File: config.mk
export PLATFORM = sky130hd
export DESIGN_NAME = ddr_serialiser
export DESIGN_NICKNAME = d
export VERILOG_FILES = /design/src/rtl/ddr_serialiser.sv
export SDC_FILE = /design/constraint.sdc
export NUM_CORES = 1
export LEC_CHECK = 0
export CAP_MARGIN = 40
export CELL_PAD_IN_SITES_DETAIL_PLACEMENT = 1
export CELL_PAD_IN_SITES_GLOBAL_PLACEMENT = 1
export CORE_MARGIN = 2
export CORE_UTILIZATION = 36
export CTS_CLUSTER_SIZE = 12
export DETAILED_ROUTE_END_ITERATION = 8
export HOLD_SLACK_MARGIN = 0.02
export PLACE_DENSITY = 0.7
export RECOVER_POWER = 50
export SLEW_MARGIN = 20
export SYNTH_ARGS = -nofsm -noshare
export SYNTH_HDL_FRONTEND = slang
export SYNTH_SLANG_ARGS = --single-unit
File: constraint.sdc
create_clock -name clk -period 1.65 [get_ports clk]
set_clock_uncertainty 0.1 [all_clocks]
set_input_delay 0.165 -clock clk [delete_from_list [all_inputs] [get_ports clk]]
set_output_delay 0.165 -clock clk [all_outputs]
set_load 0.05 [all_outputs]
File: src/rtl/ddr_serialiser.sv
// Parallel-to-serial DDR/SDR pad driver: per-lane shift registers feeding generic ddr_out cells.
// Optional per-word output enable (in_oe/q_oe) is compiled in with `define DDR_SERIALISER_OE_EN.

module ddr_out (
  input  logic clk,
  input  logic rst_n,
  input  logic e,
  input  logic d_rise,
  input  logic d_fall,
  output logic q
);
  logic r_q;
  logic f_q;

  // Both halves are captured on the rising edge; the pad mux shows d_rise while clk is high.
  always_ff @(posedge clk or negedge rst_n) begin
    if (!rst_n) begin
      r_q <= 1'b0;
      f_q <= 1'b0;
    end else if (e) begin
      r_q <= d_rise;
      f_q <= d_fall;
    end
  end

  assign q = clk ? r_q : f_q;
endmodule

module ddr_serialiser #(
  parameter int W          = 1,
  parameter int RATIO      = 8,
  parameter bit IDLE_LEVEL = 1'b0
) (
  input  logic               clk,
  input  logic               rst_n,
  input  logic [W*RATIO-1:0] in_data,
  input  logic               in_ddr,
  input  logic               in_valid,
  output logic               in_ready,
  output logic               busy,
  output logic               underrun,
  output logic [W-1:0]       q
`ifdef DDR_SERIALISER_OE_EN
  ,
  input  logic [W-1:0]       in_oe,
  output logic [W-1:0]       q_oe
`endif
);
  localparam int CW = $clog2(RATIO) + 1;

  typedef enum logic {ST_IDLE, ST_SHIFT} state_t;

  state_t           state;
  logic [RATIO-1:0] shreg [W];
  logic [CW-1:0]    count;
  logic             mode;
  logic             chained;
  logic             accept;
  logic             active;

  assign active   = (state == ST_SHIFT);
  assign in_ready = !active || (count == CW'(1));
  assign busy     = active;
  assign accept   = in_valid && in_ready;

  // chained records that the current word followed another with no gap, which is what arms underrun.
  always_ff @(posedge clk or negedge rst_n) begin
    if (!rst_n) begin
      state    <= ST_IDLE;
      count    <= '0;
      mode     <= 1'b0;
      chained  <= 1'b0;
      underrun <= 1'b0;
      for (int k = 0; k < W; k++) shreg[k] <= '0;
    end else begin
      underrun <= 1'b0;
      if (accept) begin
        for (int k = 0; k < W; k++) shreg[k] <= in_data[k*RATIO +: RATIO];
        mode    <= in_ddr;
        count   <= in_ddr ? CW'(RATIO / 2) : CW'(RATIO);
        chained <= active;
        state   <= ST_SHIFT;
      end else if (active) begin
        for (int k = 0; k < W; k++) shreg[k] <= mode ? (shreg[k] << 2) : (shreg[k] << 1);
        count <= count - CW'(1);
        if (count == CW'(1)) begin
          state    <= ST_IDLE;
          underrun <= chained;
          chained  <= 1'b0;
        end
      end
    end
  end

`ifdef DDR_SERIALISER_OE_EN
  logic [W-1:0] oe_word;

  // Follows the pair pipeline: enable is set on the edge that samples the word's first pair.
  always_ff @(posedge clk or negedge rst_n) begin
    if (!rst_n) begin
      oe_word <= '0;
      q_oe    <= '0;
    end else begin
      if (accept) oe_word <= in_oe;
      q_oe <= active ? oe_word : '0;
    end
  end
`endif

  for (genvar k = 0; k < W; k++) begin : g_lane
    logic d_rise;
    logic d_fall;

    assign d_rise = active ? shreg[k][RATIO-1] : IDLE_LEVEL;
    assign d_fall = active ? (mode ? shreg[k][RATIO-2] : shreg[k][RATIO-1]) : IDLE_LEVEL;

    ddr_out u_pad (
      .clk    (clk),
      .rst_n  (rst_n),
      .e      (1'b1),
      .d_rise (d_rise),
      .d_fall (d_fall),
      .q      (q[k])
    );
  end
endmodule

==> results.md, run 1 <==
- Cell taking the most area after synthesis: dfrtp_1
- Core Area: between 2000 and 3000 µm²
- Area grow syn2layout: 52.2%
- Die W: about 57 µm
- CP peak stage delay: around 400 ps
- GRT Util Overall: between 20% and 30%
- Worst relative slew slack: between 60 and 70%
- Data required, critical path: ~1400 ps
- Grt total ovfl: 0
- Die footprint: roughly 3300 µm²
- Reg2Reg Depth: 6
- Final std cells w/o fill: approximately 160
- Number of I/O port buffers: 15
- WL per Instance: 18.1 µm
- HPWL after DPL: around 1.8 mm
- DRT Pass-1 Iters: 4
- Worst Path Arrival: 1740 ps
- Peak supply drop: about 1200 µV
- Hold Path Cell Cnt: 3
- Crit path max fanout: 2
- Leak Pwr: around 0.67 nW
- Vias/cell: 5.66
- Clock latency on the worst-skew pair: 420 ps
- CP max-delay cell: dfrtp_1
- Total negative slack: -561 ps
- Clock slew at reported path FFs: approximately 100 ps
- I/O Pins: 16
- CP Cell Sequence: inv_2 > ha_4 > or3b_4 > buf_6 > nand2_4 > buf_12
- Synth cell types: 31
- WP depth: 6
- # rows: 19
- Status: finished, violations left
- Layout cells sized above 1: around half
- Final WS setup: -359 ps
- Final setup viols: 4
- Starting DRT DRC Count: 31
- Ys Warns: 0
- CTS tree: yes
- Failing checks: negative setup slack
- Max-cap viol count: 0
- Via count: between 900 and 1000
- Pins Over Slew Limit: 0
- CP endpoint kind: primary output
- Final min period: 2010 ps
- Buf/Inv on CP: 3
- Post-synthesis cell area: about 1000 µm²
- Period Utilization, post-route: 122%
- Power Dens Cells: approximately 1900 nW/µm²
- Fmax: about 0.5 GHz
- Antenna Cells: 0
- DRC: 0
- Die height: around 57 µm
- Starting density of the core: 37.3%
- Synthesized flop and latch total: 18
- Vias in the first global route: 998
- DRT Wirelength: slightly below 3 mm
- CP startpoint kind: flip-flop
- Main synth FF type: dfrtp_1
- Synthesized instance count: 96
- Worst-Margin Slew: about 460 ps
- Async S/R FF share, synth: 100%
- Fill cells: 290
- RSZ-0062 raised after global routing: true
- Final Wtd Congestion: about 0.87
- Share of the synthesized area in the top cell type: ~44%
- Pin count of the biggest net entering global routing: 19
- Post-Synthesis Net Count: 110
- Fin. Hold Viols: 0
- Hold Slack: slightly above 300 ps
- DRT antenna net count: 0
- Initial antenna violation count: 0
- Register area share after synthesis: between 40 and 50%
- Post-synth EDFFs: 0
- Min-delay worst type: primary input to flip-flop
- Area contributors post-synth: dfrtp_1 44%, mux2_2 11%, mux2i_1 7.9%
- Kind of cell adding the most delay to the critical path: simple AND/OR/NAND/NOR gates
- Dpl ws: -416 ps
- First-pass GRT wire length: between 4 and 5 mm
- NumNets Final: about 150
- Crit Path Class: flip-flop to primary output
- Average size of a mapped cell: roughly 11 µm²
- Dpl cells: 150
==> power by group <==
group / internal [mW] / switching, mW / total, mW
registers: 0.636 / 0.216 / 0.852
logic: 0.913 / 0.676 / 1.59
clock network: 0.243 / 0.277 / 0.521
total: 1.79 / 1.17 / 2.96
==> sequential cells by signal, summed over array words and instances (netlist names) <==
name,flops
underrun,1
chained,1
shreg,8
mode,1
g_lane.u_pad.r_q,1
busy,1
g_lane.u_pad.f_q,1
count,4
==> stage by stage <==
| stage | util [%] | area, µm² | total power, mW |
|---|---|---|---|
| floorplan | - | 1020 | 1.63 |
| global placement | 48.1 | 1300 | 2.07 |
| detailed placement | 48.1 | 1300 | 2.12 |
| CTS | 53.1 | 1440 | 2.62 |
| global route | 56.8 | 1540 | 3.17 |
| finish | 56.8 | 1540 | 2.96 |
==> layer usage <==
| metal | routed length, µm | track usage (%) | part of all wire, % | vias to the layer above |
|---|---|---|---|---|
| li1 | - | - | - | 421 |
| met3 | 145 | 8.16 | 5.0 | 13 |
| met2 | 1580 | 35.0 | 54 | 28 |
| met1 | 1070 | 19.4 | 36 | 455 |
| met5 | 0 | 0 | 0 | - |
| met4 | 132 | 15.0 | 4.5 | 0 |
==> synthesized netlist by cell type, types with 2 or more instances <==
cell type / instances
buf_2: 2
o22ai_1: 7
a21oi_1: 9
and2_1: 2
mux2_2: 10
clkbuf_1: 4
dfrtp_1: 18
mux2i_1: 8
or2_2: 2
nor2_1: 3
inv_1: 3
nor2b_1: 2
ha_1: 2
nand2_1: 3
nand2b_1: 4
and3_1: 2
==> logic make-up after synthesis <==
logic type               after synthesis  synth area share [%]
adder cells (fa/ha/maj)                2                  2.47
flip-flops                            18                  44.5
AND/OR/NAND/NOR                       25                  15.3
AO/OA/AOI/OAI                         23                  14.0
multiplexers                          18                  19.0
buffers and inverters                 10                  4.70
==> worst paths after layout <==
check / startpoint / end / slack [ps]
worst max-delay path: count[1] / in_ready / -360
worst min-delay path: in_data[0] / shreg[0] / 310
worst max register to register: count[1] / mode / -120
worst min register to register: chained / chained / 450
max in group asynchronous: rst_n / busy / 470
min in group asynchronous: rst_n / g_lane[0].u_pad.f_q / 640
==> cell usage in the layout, fill, tap and decap left out, types with 2 or more instances in the layout <==
cell / count
ha_4: 2
dfrtp_1: 17
nand2_1: 2
and3_1: 2
buf_12: 2
clkbuf_4: 5
mux2_4: 2
nor2b_1: 2
nor2_1: 3
o22ai_1: 6
dlygate4sd3_1: 2
buf_6: 3
nand2b_1: 4
buf_4: 18
a21oi_2: 6
inv_1: 2
a21oi_1: 2
clkdlybuf4s50_1: 10
mux2i_1: 8
mux2_2: 8
==> what timing repair did <==
item	4_1_cts	5_1_grt
pin swaps	2	6
setup endpoints to repair	6	15
setup buffers	4	3
hold buffers	1	0
gates resized for setup	14	25
endpoints found under the hold margin	18	0
==> worst reg2reg max path, cell delays in order, from the launching register on <==
cell,delay (ps)
dfrtp_1,400
inv_2,80
ha_4,130
or3b_4,380
buf_4,150
a21boi_2,120
mux2_4,300
==> cell type report <==
class / instances / area [µm²] / area share, %
repair buffers: 36 / 334 / 21.7
multi-input cells: 68 / 652 / 42.3
inverters: 3 / 11.3 / 0.731
well taps: 31 / 38.8 / 2.52
flip-flops and latches: 18 / 452 / 29.3
clock buffers: 6 / 52.6 / 3.41
No activity file was read; power rests on OpenSTA's default activity.
==> run 2: changes to the inputs <==
- CELL_PAD_IN_SITES_DETAIL_PLACEMENT: 1 -> 0
==> run 2 against run 1 <==
The flow now stops in 5_1_grt. Synthesized cell count stayed put. Synthesized area stayed put.
==> results.md, run 2 <==
- Status: aborted with a tool error
- Failed at: 5_1_grt
- Log Error: [ERROR GRT-0232] Routing congestion too high. Check the congestion heatmap in the GUI.
- Register area share after synthesis: around 44%
- # rows: 19
- Die W: roughly 57 µm
- Ys Warns: 0
- Share of the synthesized area in the top cell type: between 40 and 50%
- Average size of a mapped cell: about 11 µm²
- Final Wtd Congestion: roughly 0.87
- Cell taking the most area after synthesis: dfrtp_1
- Async S/R FF share, synth: 100%
- Number of I/O port buffers: 15
- Starting density of the core: between 30% and 40%
- I/O Pins: 16
- Area contributors post-synth: dfrtp_1 44%, mux2_2 11%, mux2i_1 7.9%
- Synth cell types: 31
- GRT Util Overall: 6230%
- Pin count of the biggest net entering global routing: 19
- Post-Synthesis Net Count: 110
- Main synth FF type: dfrtp_1
- Grt total ovfl: roughly 130k
- Post-synth EDFFs: 0
- Synthesized instance count: 96
- Top cells by count, synth: 18 x dfrtp_1, 10 x mux2_2, 9 x a21oi_1, 8 x mux2i_1, 7 x o22ai_1
- Post-synthesis cell area: approximately 1000 µm²
- Synthesized flop and latch total: 18
- Count leader, synth: dfrtp_1
- HPWL after DPL: ~1.6 mm
- Die height: 57.0 µm
[run 2: cell counts after synthesis]
No cell type changed its count.
[run 2: through the flow]
stage	cells	hold slack, ps	area [µm²]	setup WS (ps)
floorplan	96	-231	1020	-59.3
global placement	150	392	1300	-416
detailed placement	150	406	1300	-416
CTS	160	298	1430	-360
[run 2: layer usage]
| metal | track usage (%) | GRT overflow |
|---|---|---|
| met1 | 18.7 | 0 |
| met2 | 28.4 | 0 |
| met3 | 14900 | 65500 |
| met4 | 21800 | 65500 |
| met5 | 0 | 0 |
[run 2: cells by family after synthesis]
kind of cell	after synthesis	synth area share, %
DFF	18	44.5
and+or+nand+nor	25	15.3
buffers and inverters	10	4.70
AOI/OAI and AO/OA	23	14.0
adders and majority gates	2	2.47
muxes	18	19.0
[run 2: timing repair]
action,CTS
hold buffers,1
endpoints found under the hold margin,18
setup buffers,2
gates resized for setup,11
setup endpoints to repair,5
pin swaps,2
==> run 3: changes to the inputs <==
- CELL_PAD_IN_SITES_DETAIL_PLACEMENT: 0 -> default
- CELL_PAD_IN_SITES_GLOBAL_PLACEMENT: 1 -> default
- CORE_AREA: default -> 2 2 63 65
- CORE_MARGIN: 2 -> default
- CORE_UTILIZATION: 36 -> default
- CTS_CLUSTER_SIZE: 12 -> default
- DIE_AREA: default -> 0 0 65 67
- HOLD_SLACK_MARGIN: 0.02 -> default
- PLACE_DENSITY: 0.7 -> default
- PLACE_DENSITY_LB_ADDON: default -> 0.15
- clock period: 1.65 -> 2.1 ns (I/O delays scaled with it)
==> run 3 against run 2 <==
The flow now finishes without violations.
==> results.md, run 3 (synthesized netlist as in run 1, its figures left out) <==
- Fin. Hold Viols: 0
- CP endpoint kind: primary output
- Max reg flops: 8
- R2R Setup Slk: 300 ps
- CP Cell Sequence: clkbuf_8 > clkbuf_8 > mux2_2 > buf_2
- DRT antenna net count: 0
- WL per Instance: between 10 and 15 µm
- Total negative slack: 0 ps
- Initial antenna violation count: 0
- HPWL after DPL: between 1 and 1.5 mm
- Max-cap viol count: 0
- WP depth: 4
- Dpl ws: -236 ps
- NumNets Final: 130
- Worst Path Arrival: roughly 1700 ps
- CP max-delay cell: mux2_2
- GRT met2 Usage: ~17%
- Grt total ovfl: 0
- Core Area: 3610 µm²
- RSZ-0062 raised after global routing: false
- Die footprint: 4360 µm²
- Busiest grt layer: met2
- Kind of cell adding the most delay to the critical path: buffers and inverters
- Buf/Inv on CP: 3
- First-pass GRT wire length: around 3.8 mm
- Status: finished clean
- Worst Setup EP: q
- Commonest non-fill, non-tap cell in the layout: dfrtp_1
- DRT Pass-1 Iters: 4
- Final std cells w/o fill: 163
- Met1 usage: between 15 and 20%
- GRT Util Overall: 11.9%
- Die W: roughly 65 µm
- Clock latency on the worst-skew pair: 360 ps
- Crit path max fanout: 2
- # hold bufs at CTS: 0
- Most frequent cells in the layout: 18 x dfrtp_1, 11 x clkdlybuf4s50_1, 10 x mux2_2, 9 x a21oi_1, 8 x mux2i_1
- Dpl cells: ~160
- # rows: 22
- Peak supply drop: 548 µV
- CP startpoint kind: clock port
- Reg-to-Reg End: mode
- DRT Wirelength: ~2.2 mm
- Vias in the first global route: 775
- Reg2Reg Depth: 5
- Via count: roughly 800
- CTS tree: yes
- Top cell by count, worst path: clkbuf_8
- CP peak stage delay: 250 ps
- Final Wtd Congestion: between 0.7 and 0.8
- Data required, critical path: between 1500 and 2000 ps
- Top Registers: shreg: 8 flops, count: 4 flops
- Power Dens Cells: between 1000 and 1500 nW/µm²
- I/O Pins: 16
- Crit Path Class: clock port to primary output
- Final setup viols: 0
- Biggest register: shreg
- Starting density of the core: 28.1%
- Post-CTS setup repair buffer count: 0
- DRC: 0
- Critical path launch point: clk
- Worst relative slew slack: between 30% and 40%
- Clock slew at reported path FFs: 70 ps
- Vias/cell: ~4.9
- Worst-Margin Slew: 1020 ps
- Antenna Cells: 0
- Dpl cell area: ~1200 µm²
- Starting DRT DRC Count: 51
- Met3 GRT Util: 5.24%
- CTS resizes: 5
- Pin count of the biggest net entering global routing: 25
- Final WS setup: 52.5 ps
- Pins Over Slew Limit: 0
- Crit Reg-Reg Startpoint: count[1]
- Number of I/O port buffers: 15
- Die height: ~67 µm
- Min-delay worst type: flip-flop to flip-flop
- Layout cells sized above 1: 25.2%
- Post-route cell area: roughly 1300 µm²
- Leak Pwr: roughly 0.57 nW
- Area grow syn2layout: 30.0%
==> run 3: area by class of cell <==
| type | instances | area [µm²] |
|---|---|---|
| sequential | 18 | 450 |
| fill | 367 | 2290 |
| timing repair buffer | 18 | 174 |
| tap | 48 | 60.1 |
| multi-input combinational | 68 | 519 |
| clock buffer | 8 | 101 |
| inverter | 3 | 11.3 |
==> run 3: how the worst min path moves through the flow <==
stage,start,endpoint,slack [ps],cells after the start
after floorplan,rst_n,busy,-190,0
after global placement,shreg[7],g_lane[0].u_pad.r_q,400,1
after detailed placement,shreg[7],g_lane[0].u_pad.r_q,400,1
after CTS,rst_n,g_lane[0].u_pad.r_q,80,2
after global routing,in_data[7],shreg[7],430,3
final,shreg[7],g_lane[0].u_pad.r_q,410,1
==> run 3: through the flow <==
| step | hold slack, ps | total power, mW | util [%] |
|---|---|---|---|
| 4_1_cts | 78.6 | 1.94 | 36.5 |
| 3_5_place_dp | 397 | 1.51 | 33.9 |
| 6_report | 415 | 1.93 | 36.5 |
| 2_1_floorplan | -186 | 1.27 | - |
| 3_3_place_gp | 399 | 1.51 | 33.9 |
| 5_1_grt | 428 | 2.08 | 36.5 |
==> run 3: per-layer routing <==
metal,share of wire (%),wire length [µm],vias to the layer above
li1,-,-,386
met1,46,1010,384
met2,47,1030,24
met3,6.1,132,2
met4,0.50,11,0
met5,0,0,-
==> run 3: report_power, final <==
| group | switching, mW | leakage [nW] | total [mW] | internal, mW |
|---|---|---|---|---|
| clock | 0.222 | 0.0590 | 0.541 | 0.320 |
| combinational | 0.313 | 0.291 | 0.705 | 0.392 |
| sequential | 0.182 | 0.222 | 0.681 | 0.499 |
